===== config.mk =====
export PLATFORM = sky130hd
export DESIGN_NAME = mem_loader
export DESIGN_NICKNAME = d
export VERILOG_FILES = /design/src/rtl/scamp_loader_pkg.sv /design/src/rtl/mem_loader_byte_pair_assembler.sv /design/src/rtl/mem_loader.sv
export SDC_FILE = /design/constraint.sdc
export NUM_CORES = 1
export LEC_CHECK = 0
export ABC_AREA = 1
export CAP_MARGIN = 20
export CORE_MARGIN = 4
export CORE_UTILIZATION = 30
export CTS_CLUSTER_DIAMETER = 30
export DETAILED_ROUTE_END_ITERATION = 7
export DONT_BUFFER_PORTS = 1
export PLACE_DENSITY_LB_ADDON = 0.3
export SLEW_MARGIN = 20
export SYNTH_ARGS = -nofsm -noshare
export SYNTH_HDL_FRONTEND = slang
export SYNTH_HIERARCHICAL = 1
export SYNTH_SLANG_ARGS = --single-unit

===== constraint.sdc =====
create_clock -name clk -period 1.5 [get_ports clk]
set_input_delay 0.15 -clock clk [delete_from_list [all_inputs] [get_ports clk]]
set_output_delay 0.15 -clock clk [all_outputs]
set_load 0.01 [all_outputs]

===== src/rtl/scamp_loader_pkg.sv =====
// Shared types and constants for the mem_loader boot loader.
// The checksum feature is selected with the CHECKSUM_EN macro.
package scamp_loader_pkg;

  localparam int WORD_W = 16;
  localparam int BYTE_W = 8;
  localparam logic [7:0] ROM_PAGE = 8'h00;

  typedef enum logic [3:0] {
    ST_IDLE    = 4'd0,
    ST_ADDR_HI = 4'd1,
    ST_ADDR_LO = 4'd2,
    ST_LEN_HI  = 4'd3,
    ST_LEN_LO  = 4'd4,
    ST_DATA_HI = 4'd5,
    ST_DATA_LO = 4'd6,
    ST_WRITE   = 4'd7,
    ST_CSUM_HI = 4'd8,
    ST_CSUM_LO = 4'd9,
    ST_DONE    = 4'd10
  } state_t;

  function automatic logic in_rom_page(input logic [WORD_W-1:0] a);
    return a[WORD_W-1:BYTE_W] == ROM_PAGE;
  endfunction

endpackage


===== src/rtl/mem_loader_byte_pair_assembler.sv =====
// Holds the high byte of a big-endian pair; the full word is presented
// alongside the low byte so the owner can capture it on the low-byte edge.
module byte_pair_assembler
  import scamp_loader_pkg::*;
(
  input  logic              clk,
  input  logic              reset,
  input  logic              take_hi,
  input  logic [BYTE_W-1:0] byte_in,
  output logic [WORD_W-1:0] word
);

  logic [BYTE_W-1:0] hi;

  always_ff @(posedge clk) begin
    if (reset) begin
      hi <= '0;
    end else if (take_hi) begin
      hi <= byte_in;
    end
  end

  assign word = {hi, byte_in};

endmodule


===== src/rtl/mem_loader.sv =====
// Framed byte-stream boot loader that fills RAM one 16-bit word per write cycle.
// Define CHECKSUM_EN to expect and verify a trailing 16-bit payload sum.
module mem_loader
  import scamp_loader_pkg::*;
(
  input  logic        clk,
  input  logic        reset,
  input  logic        in_valid,
  input  logic [7:0]  in_data,
  output logic        in_ready,
  output logic [15:0] address,
  output logic [15:0] bus_out,
  output logic        bus_oe,
  output logic        load,
  output logic        busy,
  output logic        done,
  output logic        rom_err,
  output logic        csum_err,
  output logic [3:0]  dbg_state
);

  // Handshake: a byte transfers on a rising edge when in_valid and in_ready
  // are both high; in_ready is registered and never depends on in_valid.

  state_t            state;
  logic [WORD_W-1:0] addr;
  logic [WORD_W-1:0] count;
  logic [WORD_W-1:0] word;
  logic              accept;
  logic              take_hi;
`ifdef CHECKSUM_EN
  logic [WORD_W-1:0] sum;
`endif

  assign accept    = in_valid & in_ready;
  assign dbg_state = state;

  always_comb begin
    take_hi = 1'b0;
    case (state)
      ST_IDLE, ST_ADDR_HI, ST_LEN_HI, ST_DATA_HI, ST_CSUM_HI: take_hi = accept;
      default: take_hi = 1'b0;
    endcase
  end

  byte_pair_assembler u_pair (
    .clk     (clk),
    .reset   (reset),
    .take_hi (take_hi),
    .byte_in (in_data),
    .word    (word)
  );

  always_ff @(posedge clk) begin
    if (reset) begin
      state    <= ST_IDLE;
      addr     <= '0;
      count    <= '0;
      in_ready <= 1'b1;
      address  <= '0;
      bus_out  <= '0;
      bus_oe   <= 1'b0;
      load     <= 1'b0;
      busy     <= 1'b0;
      done     <= 1'b0;
      rom_err  <= 1'b0;
      csum_err <= 1'b0;
`ifdef CHECKSUM_EN
      sum      <= '0;
`endif
    end else begin
      case (state)
        // The idle state doubles as the ADDR_HI receiver.
        ST_IDLE, ST_ADDR_HI: begin
          if (accept) begin
            state    <= ST_ADDR_LO;
            busy     <= 1'b1;
            rom_err  <= 1'b0;
            csum_err <= 1'b0;
          end
        end
        ST_ADDR_LO: begin
          if (accept) begin
            addr  <= word;
            state <= ST_LEN_HI;
          end
        end
        ST_LEN_HI: begin
          if (accept) state <= ST_LEN_LO;
        end
        ST_LEN_LO: begin
          if (accept) begin
            count <= word;
`ifdef CHECKSUM_EN
            sum   <= '0;
`endif
            if (word == '0) begin
`ifdef CHECKSUM_EN
              state    <= ST_CSUM_HI;
`else
              state    <= ST_DONE;
              done     <= 1'b1;
              in_ready <= 1'b0;
`endif
            end else begin
              state <= ST_DATA_HI;
            end
          end
        end
        ST_DATA_HI: begin
          if (accept) state <= ST_DATA_LO;
        end
        ST_DATA_LO: begin
          if (accept) begin
            state    <= ST_WRITE;
            in_ready <= 1'b0;
            address  <= addr;
            bus_out  <= word;
            bus_oe   <= 1'b1;
            // ROM-page words are consumed but never strobed into memory.
            if (in_rom_page(addr)) begin
              load    <= 1'b0;
              rom_err <= 1'b1;
            end else begin
              load    <= 1'b1;
            end
`ifdef CHECKSUM_EN
            sum      <= sum + word;
`endif
          end
        end
        ST_WRITE: begin
          bus_oe <= 1'b0;
          load   <= 1'b0;
          addr   <= addr + 16'd1;
          count  <= count - 16'd1;
          if (count != 16'd1) begin
            state    <= ST_DATA_HI;
            in_ready <= 1'b1;
          end else begin
`ifdef CHECKSUM_EN
            state    <= ST_CSUM_HI;
            in_ready <= 1'b1;
`else
            state    <= ST_DONE;
            done     <= 1'b1;
`endif
          end
        end
`ifdef CHECKSUM_EN
        ST_CSUM_HI: begin
          if (accept) state <= ST_CSUM_LO;
        end
        ST_CSUM_LO: begin
          if (accept) begin
            state    <= ST_DONE;
            done     <= 1'b1;
            in_ready <= 1'b0;
            csum_err <= (word != sum);
          end
        end
`endif
        ST_DONE: begin
          state    <= ST_IDLE;
          done     <= 1'b0;
          busy     <= 1'b0;
          in_ready <= 1'b1;
        end
        default: begin
          state    <= ST_IDLE;
          done     <= 1'b0;
          busy     <= 1'b0;
          bus_oe   <= 1'b0;
          load     <= 1'b0;
          in_ready <= 1'b1;
        end
      endcase
    end
  end

endmodule


==> results of run 1 <==
## cells in the mapped netlist, drive strengths merged
master,count
inv,61
o211ai,4
clkbuf,4
dfxtp,82
nor2,120
clkinv,1
xor2,13
a31oi,12
ha,3
buf,27
o2111ai,1
nor3,11
nand3,32
a21oi,44
conb,1
nand2,124
o22ai,3
o21ai,70
nand4,10
xnor2,2
nor4,1
or2,2
## logic make-up after synthesis
family | Yosys count | share of synthesized area
buf+inv | 93 | 0.107
compound gates | 134 | 0.168
xor+xnor | 15 | 0.0307
fa+ha+maj | 3 | 0.00877
flops | 82 | 0.384
simple gates | 300 | 0.301
other cells | 1 | 0.000876
## how the worst max path moves through the flow
stage                   end  slack (ns)  cells past startpoint
4_1_cts            addr[14]       0.002                      9
3_5_place_dp   u_pair/hi[6]       -0.10                      8
2_1_floorplan  u_pair/hi[6]       0.004                      9
6_report        address[13]       -0.04                      9
5_1_grt          bus_out[0]       -0.12                      9
3_3_place_gp   u_pair/hi[6]       -0.09                      8
## layout make-up
class                   count  area (um2)
clock buffers              11         243
inverters                  62         255
multi-input cells         453        2530
clock inverters             4        52.6
flip-flops and latches     82        1660
well taps                 180         225
fillers                  1381        8090
repair buffers             86         877
## metal layers
metal	GRT usage	part of all wire	vias to the layer above
li1	-	-	2181
met1	0.215	0.46	2086
met2	0.243	0.46	152
met3	0.0460	0.071	16
met4	0.0454	0.013	0
met5	0	0	-
## power by group
group          internal, mW  switching (mW)  leakage (nW)
Combinational         0.223           0.326          1.71
Sequential             2.23          0.0523         0.667
Clock                  1.33           0.911         0.146
Total                  3.78            1.29          2.52
## what timing repair did
action,CTS,global route
hold buffers,8,2
endpoints found under the hold margin,33,20
pin swaps,1,27
setup buffers,3,13
gates cloned,0,9
resized for setup,5,143
setup endpoints to repair,14,74
## cell usage in the layout (no fill, tap or decap), types with 3 or more instances in the layout
| master | Yosys | layout |
|---|---|---|
| a21oi_1 | 43 | 36 |
| a21oi_2 | 1 | 7 |
| a31oi_1 | 12 | 12 |
| buf_12 | 0 | 5 |
| buf_4 | 12 | 56 |
| buf_6 | 7 | 5 |
| buf_8 | 0 | 5 |
| clkbuf_16 | 0 | 14 |
| dfxtp_1 | 82 | 76 |
| dfxtp_2 | 0 | 3 |
| dfxtp_4 | 0 | 3 |
| dlygate4sd3_1 | 0 | 10 |
| inv_1 | 52 | 51 |
| inv_2 | 7 | 5 |
| nand2_1 | 119 | 107 |
| nand2_2 | 3 | 9 |
| nand2_4 | 2 | 7 |
| nand3_1 | 31 | 24 |
| nand3_2 | 1 | 6 |
| nand4_1 | 10 | 10 |
| nor2_1 | 115 | 102 |
| nor2_2 | 2 | 11 |
| nor2_4 | 1 | 5 |
| nor3_1 | 10 | 6 |
| nor3_2 | 1 | 3 |
| o211ai_1 | 4 | 4 |
| o21ai_0 | 64 | 33 |
| o21ai_1 | 5 | 17 |
| o21ai_2 | 0 | 17 |
| o21ai_4 | 1 | 3 |
| xor2_1 | 13 | 13 |
## critical path, stage by stage (launching register included)
cell,delay [ns]
dfxtp_2,0.34
inv_2,0.07
nand2_4,0.08
nor3_4,0.22
inv_2,0.10
nor2_8,0.13
buf_12,0.16
clkbuf_16,0.16
o21ai_1,0.06
a21oi_1,0.15
## flip-flops by register name (all words and copies together), names as in the netlist
name / cells
addr: 16
address: 16
bus_oe: 1
bus_out: 16
busy: 1
count: 16
dbg_state: 4
done: 1
in_ready: 1
load: 1
rom_err: 1
u_pair/hi: 8
## stage by stage
stage          area [um2]  total power, mW  hold slack (ns)  setup TNS (ns)  utilization
2_1_floorplan        4280             2.63            0.338               0            -
3_3_place_gp         4710             2.75            0.222          -0.628        0.338
3_5_place_dp         4710             2.75            0.224          -0.637        0.338
4_1_cts              5120             5.02           -0.143               0        0.367
5_1_grt              5840             5.26           -0.152           -3.87        0.419
6_report             5840             5.07           -0.139          -0.192        0.419
==> summary.md, run 1 <==
| Metric | Value |
|---|---|
| Largest net degree at the start of global routing | 42 |
| Net Count, Synth | 642 |
| Hold path depth | 1 |
| Die ar. | 16200 um2 |
| Avg WL per Cell | 16.1 um |
| Failing checks | negative hold slack, negative setup slack |
| Setup crit start kind | register |
| Detailed Route WL | 14100 um |
| R2R Path End | address[13] |
| CTS Buffer Depth | 2 |
| PwrDens | 867 nW/um2 |
| Leak | 2.52 nW |
| R2R depth | 9 |
| Fin worst setup slack | -0.0428 ns |
| CTS Root Cell | clkbuf_16 |
| Worst-Skew Late Latency | 0.35 ns |
| Post-synthesis sequential area ratio | 0.384 |
| Crit-path max FO | 8 |
| Post-synth top area cell | dfxtp_1 |
| DR vias/cell | 5.05 |
| Slew Viols, Final | 0 |
| Via count | 4435 |
| Clock-pin slew on the worst setup and hold paths | 0.06 ns |
| Initial Utilization | 0.307 |
| Max-cap violation count | 0 |
| Sink of the worst hold path | addr[1] |
| Syn Std Cell Area | 4280 um2 |
| Antenna diodes | 0 |
| Gp weighted congestion | 0.916 |
| Reg2Reg Setup Slack | -0.04 ns |
| Die width | 127 um |
| Non-Filler Instances | 878 |
| Die H | 127 um |
| Element type at the critical path end | register |
| Min-delay src | reset |
| RSZ-0062 raised after global routing | yes |
| Crit Path Category | reg2reg |
| CORE AREA | 13900 um2 |
| Port Buffers | 0 |
| Post-Syn Instances | 628 |
| Tot GR Track Use | 0.158 |
| Final ANT Viol Nets | 0 |
| Top cells by area, synth | dfxtp_1, nand2_1, nor2_1 |
| Dpl ws | -0.101 ns |
| Area growth, synth to finish | 36.5% |
| Data required time of the critical path | 1.77 ns |
| Worst Path Arrival | 1.82 ns |
| Hold Vio Cnt, Final | 18 |
| Outcome | finished, violations left |
| H-tree level count | 3 |
| Netlist cell types | 37 |
| Final setup violating endpoints | 12 |
| Global-route wire length before repair | 20500 um |
| Final Cycle Share | 1.03 |
| Synth warn | 6 |
| DRC marker count from the first detailed-route iteration | 263 |
| Clk sinks | 82 |
| Worst R2R Start | dbg_state[3] |
| Via count of the first global-routing pass | 3937 |
| Clock skew | 0.00879 ns |
| Peak supply drop | 0.650 mV |
| Pre-Repair DR Iteration Count | 4 |
| Placed cells | 828 |
| Minimum clock period | 1.54 ns |
| Row cnt | 43 |
| Fraction of layout cells with a size suffix above 1 | 0.269 |
| Clock buffers created by TritonCTS | 9 |
| Critical Path Start | dbg_state[3] |
| #FFs+latches synth | 82 |
| Initial antenna violation count | 0 |
| Placed wire-length estimate | 9080 um |
| Hold Crit Class | in2reg |
| Maximum clock frequency | 648 MHz |
| Remaining DRCs | 0 |
| CTS tree | done |
| Hold Slack | -0.139 ns |
| GRT overflow | 0 |
| Fin nets | 708 |
| Synth top area share | 0.384 |
| IO Pins | 54 |
| Syn avg cell area | 6.82 um2 |
Power figures use the tool's default switching activity.
==> inputs of run 2 (changes only) <==
- SETUP_SLACK_MARGIN: unset -> 0.02
==> run 2 against run 1 <==
Net effect: the run ends with negative hold slack left; cell count is 1.3% lower; non-clock buffer count down 12; via count shrank 4.7%; count of clock-buffer cells in the layout shrank 1; first-iteration DRC count decreased by 17%; global-route usage increased by 0.10 points; setup slack gained 0.065 ns; total power up 4.9%; die area unchanged; critical path type unchanged.
==> summary.md, run 2 (synthesized netlist as in run 1, its figures left out) <==
| Metric | Value |
|---|---|
| Min-delay src | reset |
| DR vias/cell | 4.87 (-3.5%) |
| Row cnt | 43 (unchanged) |
| Via count | 4226 (-4.7%) |
| Hold path depth | 1 (unchanged) |
| Clock-pin slew on the worst setup and hold paths | 0.06 ns (about the same) |
| Via count of the first global-routing pass | 4041 (+2.6%) |
| Detailed Route WL | 13100 um (-7.2%) |
| Avg WL per Cell | 15.1 um (-6.0%) |
| Setup crit start kind | register |
| Worst Path Arrival | 1.71 ns (-0.11 ns) |
| Sequential share of power | 0.429 (-0.021) |
| RSZ-0062 raised after global routing | yes |
| H-tree level count | 3 (unchanged) |
| Maximum clock frequency | 677 MHz (+4.4%) |
| Largest net degree at the start of global routing | 33 (-21%) |
| Buf/Inv on CP | 2 (-2) |
| Post-route cell area | 5540 um2 (-5.3%) |
| Clock buffers created by TritonCTS | 9 (unchanged) |
| PwrDens | 961 nW/um2 (+11%) |
| Minimum clock period | 1.48 ns (-0.0650 ns) |
| Int Power | 3.97 mW (+5.0%) |
| Remaining DRCs | 0 (unchanged) |
| Fraction of layout cells with a size suffix above 1 | 0.227 (-0.0423) |
| Final ANT Viol Nets | 0 (unchanged) |
| Pre-Repair DR Iteration Count | 4 (unchanged) |
| Hold Slack | -0.135 ns (+0.00447 ns) |
| Hold Crit Class | in2reg |
| Crit Path Category | reg2reg |
| DRC marker count from the first detailed-route iteration | 217 (-17%) |
| GRT overflow | 0 (unchanged) |
| Pwr Total | 5.32 mW (+4.9%) |
| CTS tree | done |
| R2R depth | 9 (unchanged) |
| Tot GR Track Use | 0.159 (+0.00101) |
| Dpl ws | -0.0578 ns (+0.0436 ns) |
| Slew Viols, Final | 0 (unchanged) |
| Most frequent cells in the layout | nor2_1, nand2_1, dfxtp_1 |
| Die ar. | 16200 um2 (unchanged) |
| Max-cap violation count | 0 (unchanged) |
| Worst-Skew Late Latency | 0.35 ns (about the same) |
| CP Cell Sequence | inv_8 > nand2_4 > a21oi_4 > nand2_2 > a21oi_4 > buf_6 > nand2_1 > nand2_1 > nor2_1 |
| IO Pins | 54 (unchanged) |
| Die H | 127 um (unchanged) |
| Clock skew | 0.00654 ns (-0.00225 ns) |
| Fin worst setup slack | 0.0222 ns (+0.0650 ns) |
| Initial Utilization | 0.307 (unchanged) |
| Global-route wire length before repair | 20500 um (-0.10%) |
| Failing checks | negative hold slack |
| Switching share of power | 0.254 (about the same) |
| Element type at the critical path end | register |
| CP max stage cell | dfxtp_4 |
| Reg2Reg Setup Slack | 0.02 ns (+0.06 ns) |
| Critical path depth | 9 (unchanged) |
| Clock network power share | 0.473 (+0.031) |
| CTS Buffer Depth | 2 (unchanged) |
| Comb pwr share | 0.098 (-0.010) |
| Fin nets | 696 (-1.7%) |
| Crit-path max FO | 8 (unchanged) |
| NetSw | 1.35 mW (+4.9%) |
| Initial antenna violation count | 0 (unchanged) |
| Die width | 127 um (unchanged) |
| Area growth, synth to finish | 29.3% |
| Leak | 2.45 nW (-3.1%) |
| R2R Path End | u_pair/hi[1] |
| Peak supply drop | 0.609 mV (-6.3%) |
| Final Cycle Share | 0.985 (-0.0433) |
| Placed wire-length estimate | 9100 um (+0.25%) |
| CORE AREA | 13900 um2 (unchanged) |
| Antenna diodes | 0 (unchanged) |
| Port Buffers | 0 (unchanged) |
| Gp weighted congestion | 0.952 (+3.9%) |
| Delay-heaviest family, CP | compound AO/OA/AOI/OAI gates |
| Final setup violating endpoints | 0 (-12) |
| Outcome | finished, violations left |
| Sink of the worst hold path | addr[0] |
| Slowest cell delay on critical path | 0.37 ns (+0.03 ns) |
| Clk sinks | 82 (unchanged) |
| Data required time of the critical path | 1.74 ns (-0.03 ns) |
| CTS Root Cell | clkbuf_16 |
| Worst R2R Start | dbg_state[1] |
| Hold Vio Cnt, Final | 19 (+1) |
| DP Area | 4750 um2 (+0.82%) |
## run 2: cell count changes in the layout (fill, tap and decap cells not counted), sizes merged
cell and delta:
buf -8, clkinvlp +1, dlygate4sd3 +1, clkbuf -6
clkinv -3, inv +3, bufinv +1
## run 2: what timing repair did
| action | in CTS | in global routing |
|---|---|---|
| hold buffers | 8 | 3 |
| buffers inserted | 0 | 6 |
| setup endpoints to repair | 14 | 72 |
| gates resized for setup | 7 | 87 |
| hold endpoints to repair | 32 | 21 |
| pin swaps | 0 | 11 |
| gates cloned | 0 | 1 |
## run 2: worst max-delay path by stage
stage / from / to
after detailed placement: count[2] / count[7]
final: dbg_state[1] / u_pair/hi[1]
after floorplan: dbg_state[1] / u_pair/hi[6]
after global routing: dbg_state[3] / u_pair/hi[0]
after CTS: dbg_state[3] / addr[6]
after global placement: count[2] / count[7]
## run 2: layout make-up
| class | count | area (um2) |
|---|---|---|
| fill | 1431 | 8400 |
| multi-input combinational | 453 | 2410 |
| sequential | 82 | 1660 |
| timing repair buffer | 74 | 648 |
| inverter | 62 | 255 |
| clock buffer | 10 | 239 |
| tap | 180 | 225 |
| clock inverter | 6 | 96.3 |
## run 2: metrics by stage
step	setup TNS [ns]	hold WS (ns)	cells	util
2_1_floorplan	0	0.338	628	-
3_3_place_gp	-0.169	0.223	833	0.341
3_5_place_dp	-0.167	0.223	833	0.341
4_1_cts	0	-0.141	857	0.372
5_1_grt	-0.211	-0.154	867	0.397
6_report	0	-0.135	867	0.397
## run 2: per-layer routing
layer / wire (um) / GRT usage
met3: 823 / 0.0489
met1: 5940 / 0.213
met5: 0 / 0
met4: 169 / 0.0505
met2: 6170 / 0.245
## run 2: power groups by stage
stage | Clock, mW | Combinational (mW) | Sequential [mW]
finish | 2.52 | 0.523 | 2.28
global route | 2.67 | 0.578 | 2.29
CTS | 2.55 | 0.463 | 2.27
detailed placement | 0 | 0.434 | 2.32
global placement | 0 | 0.432 | 2.32
floorplan | 0 | 0.301 | 2.32
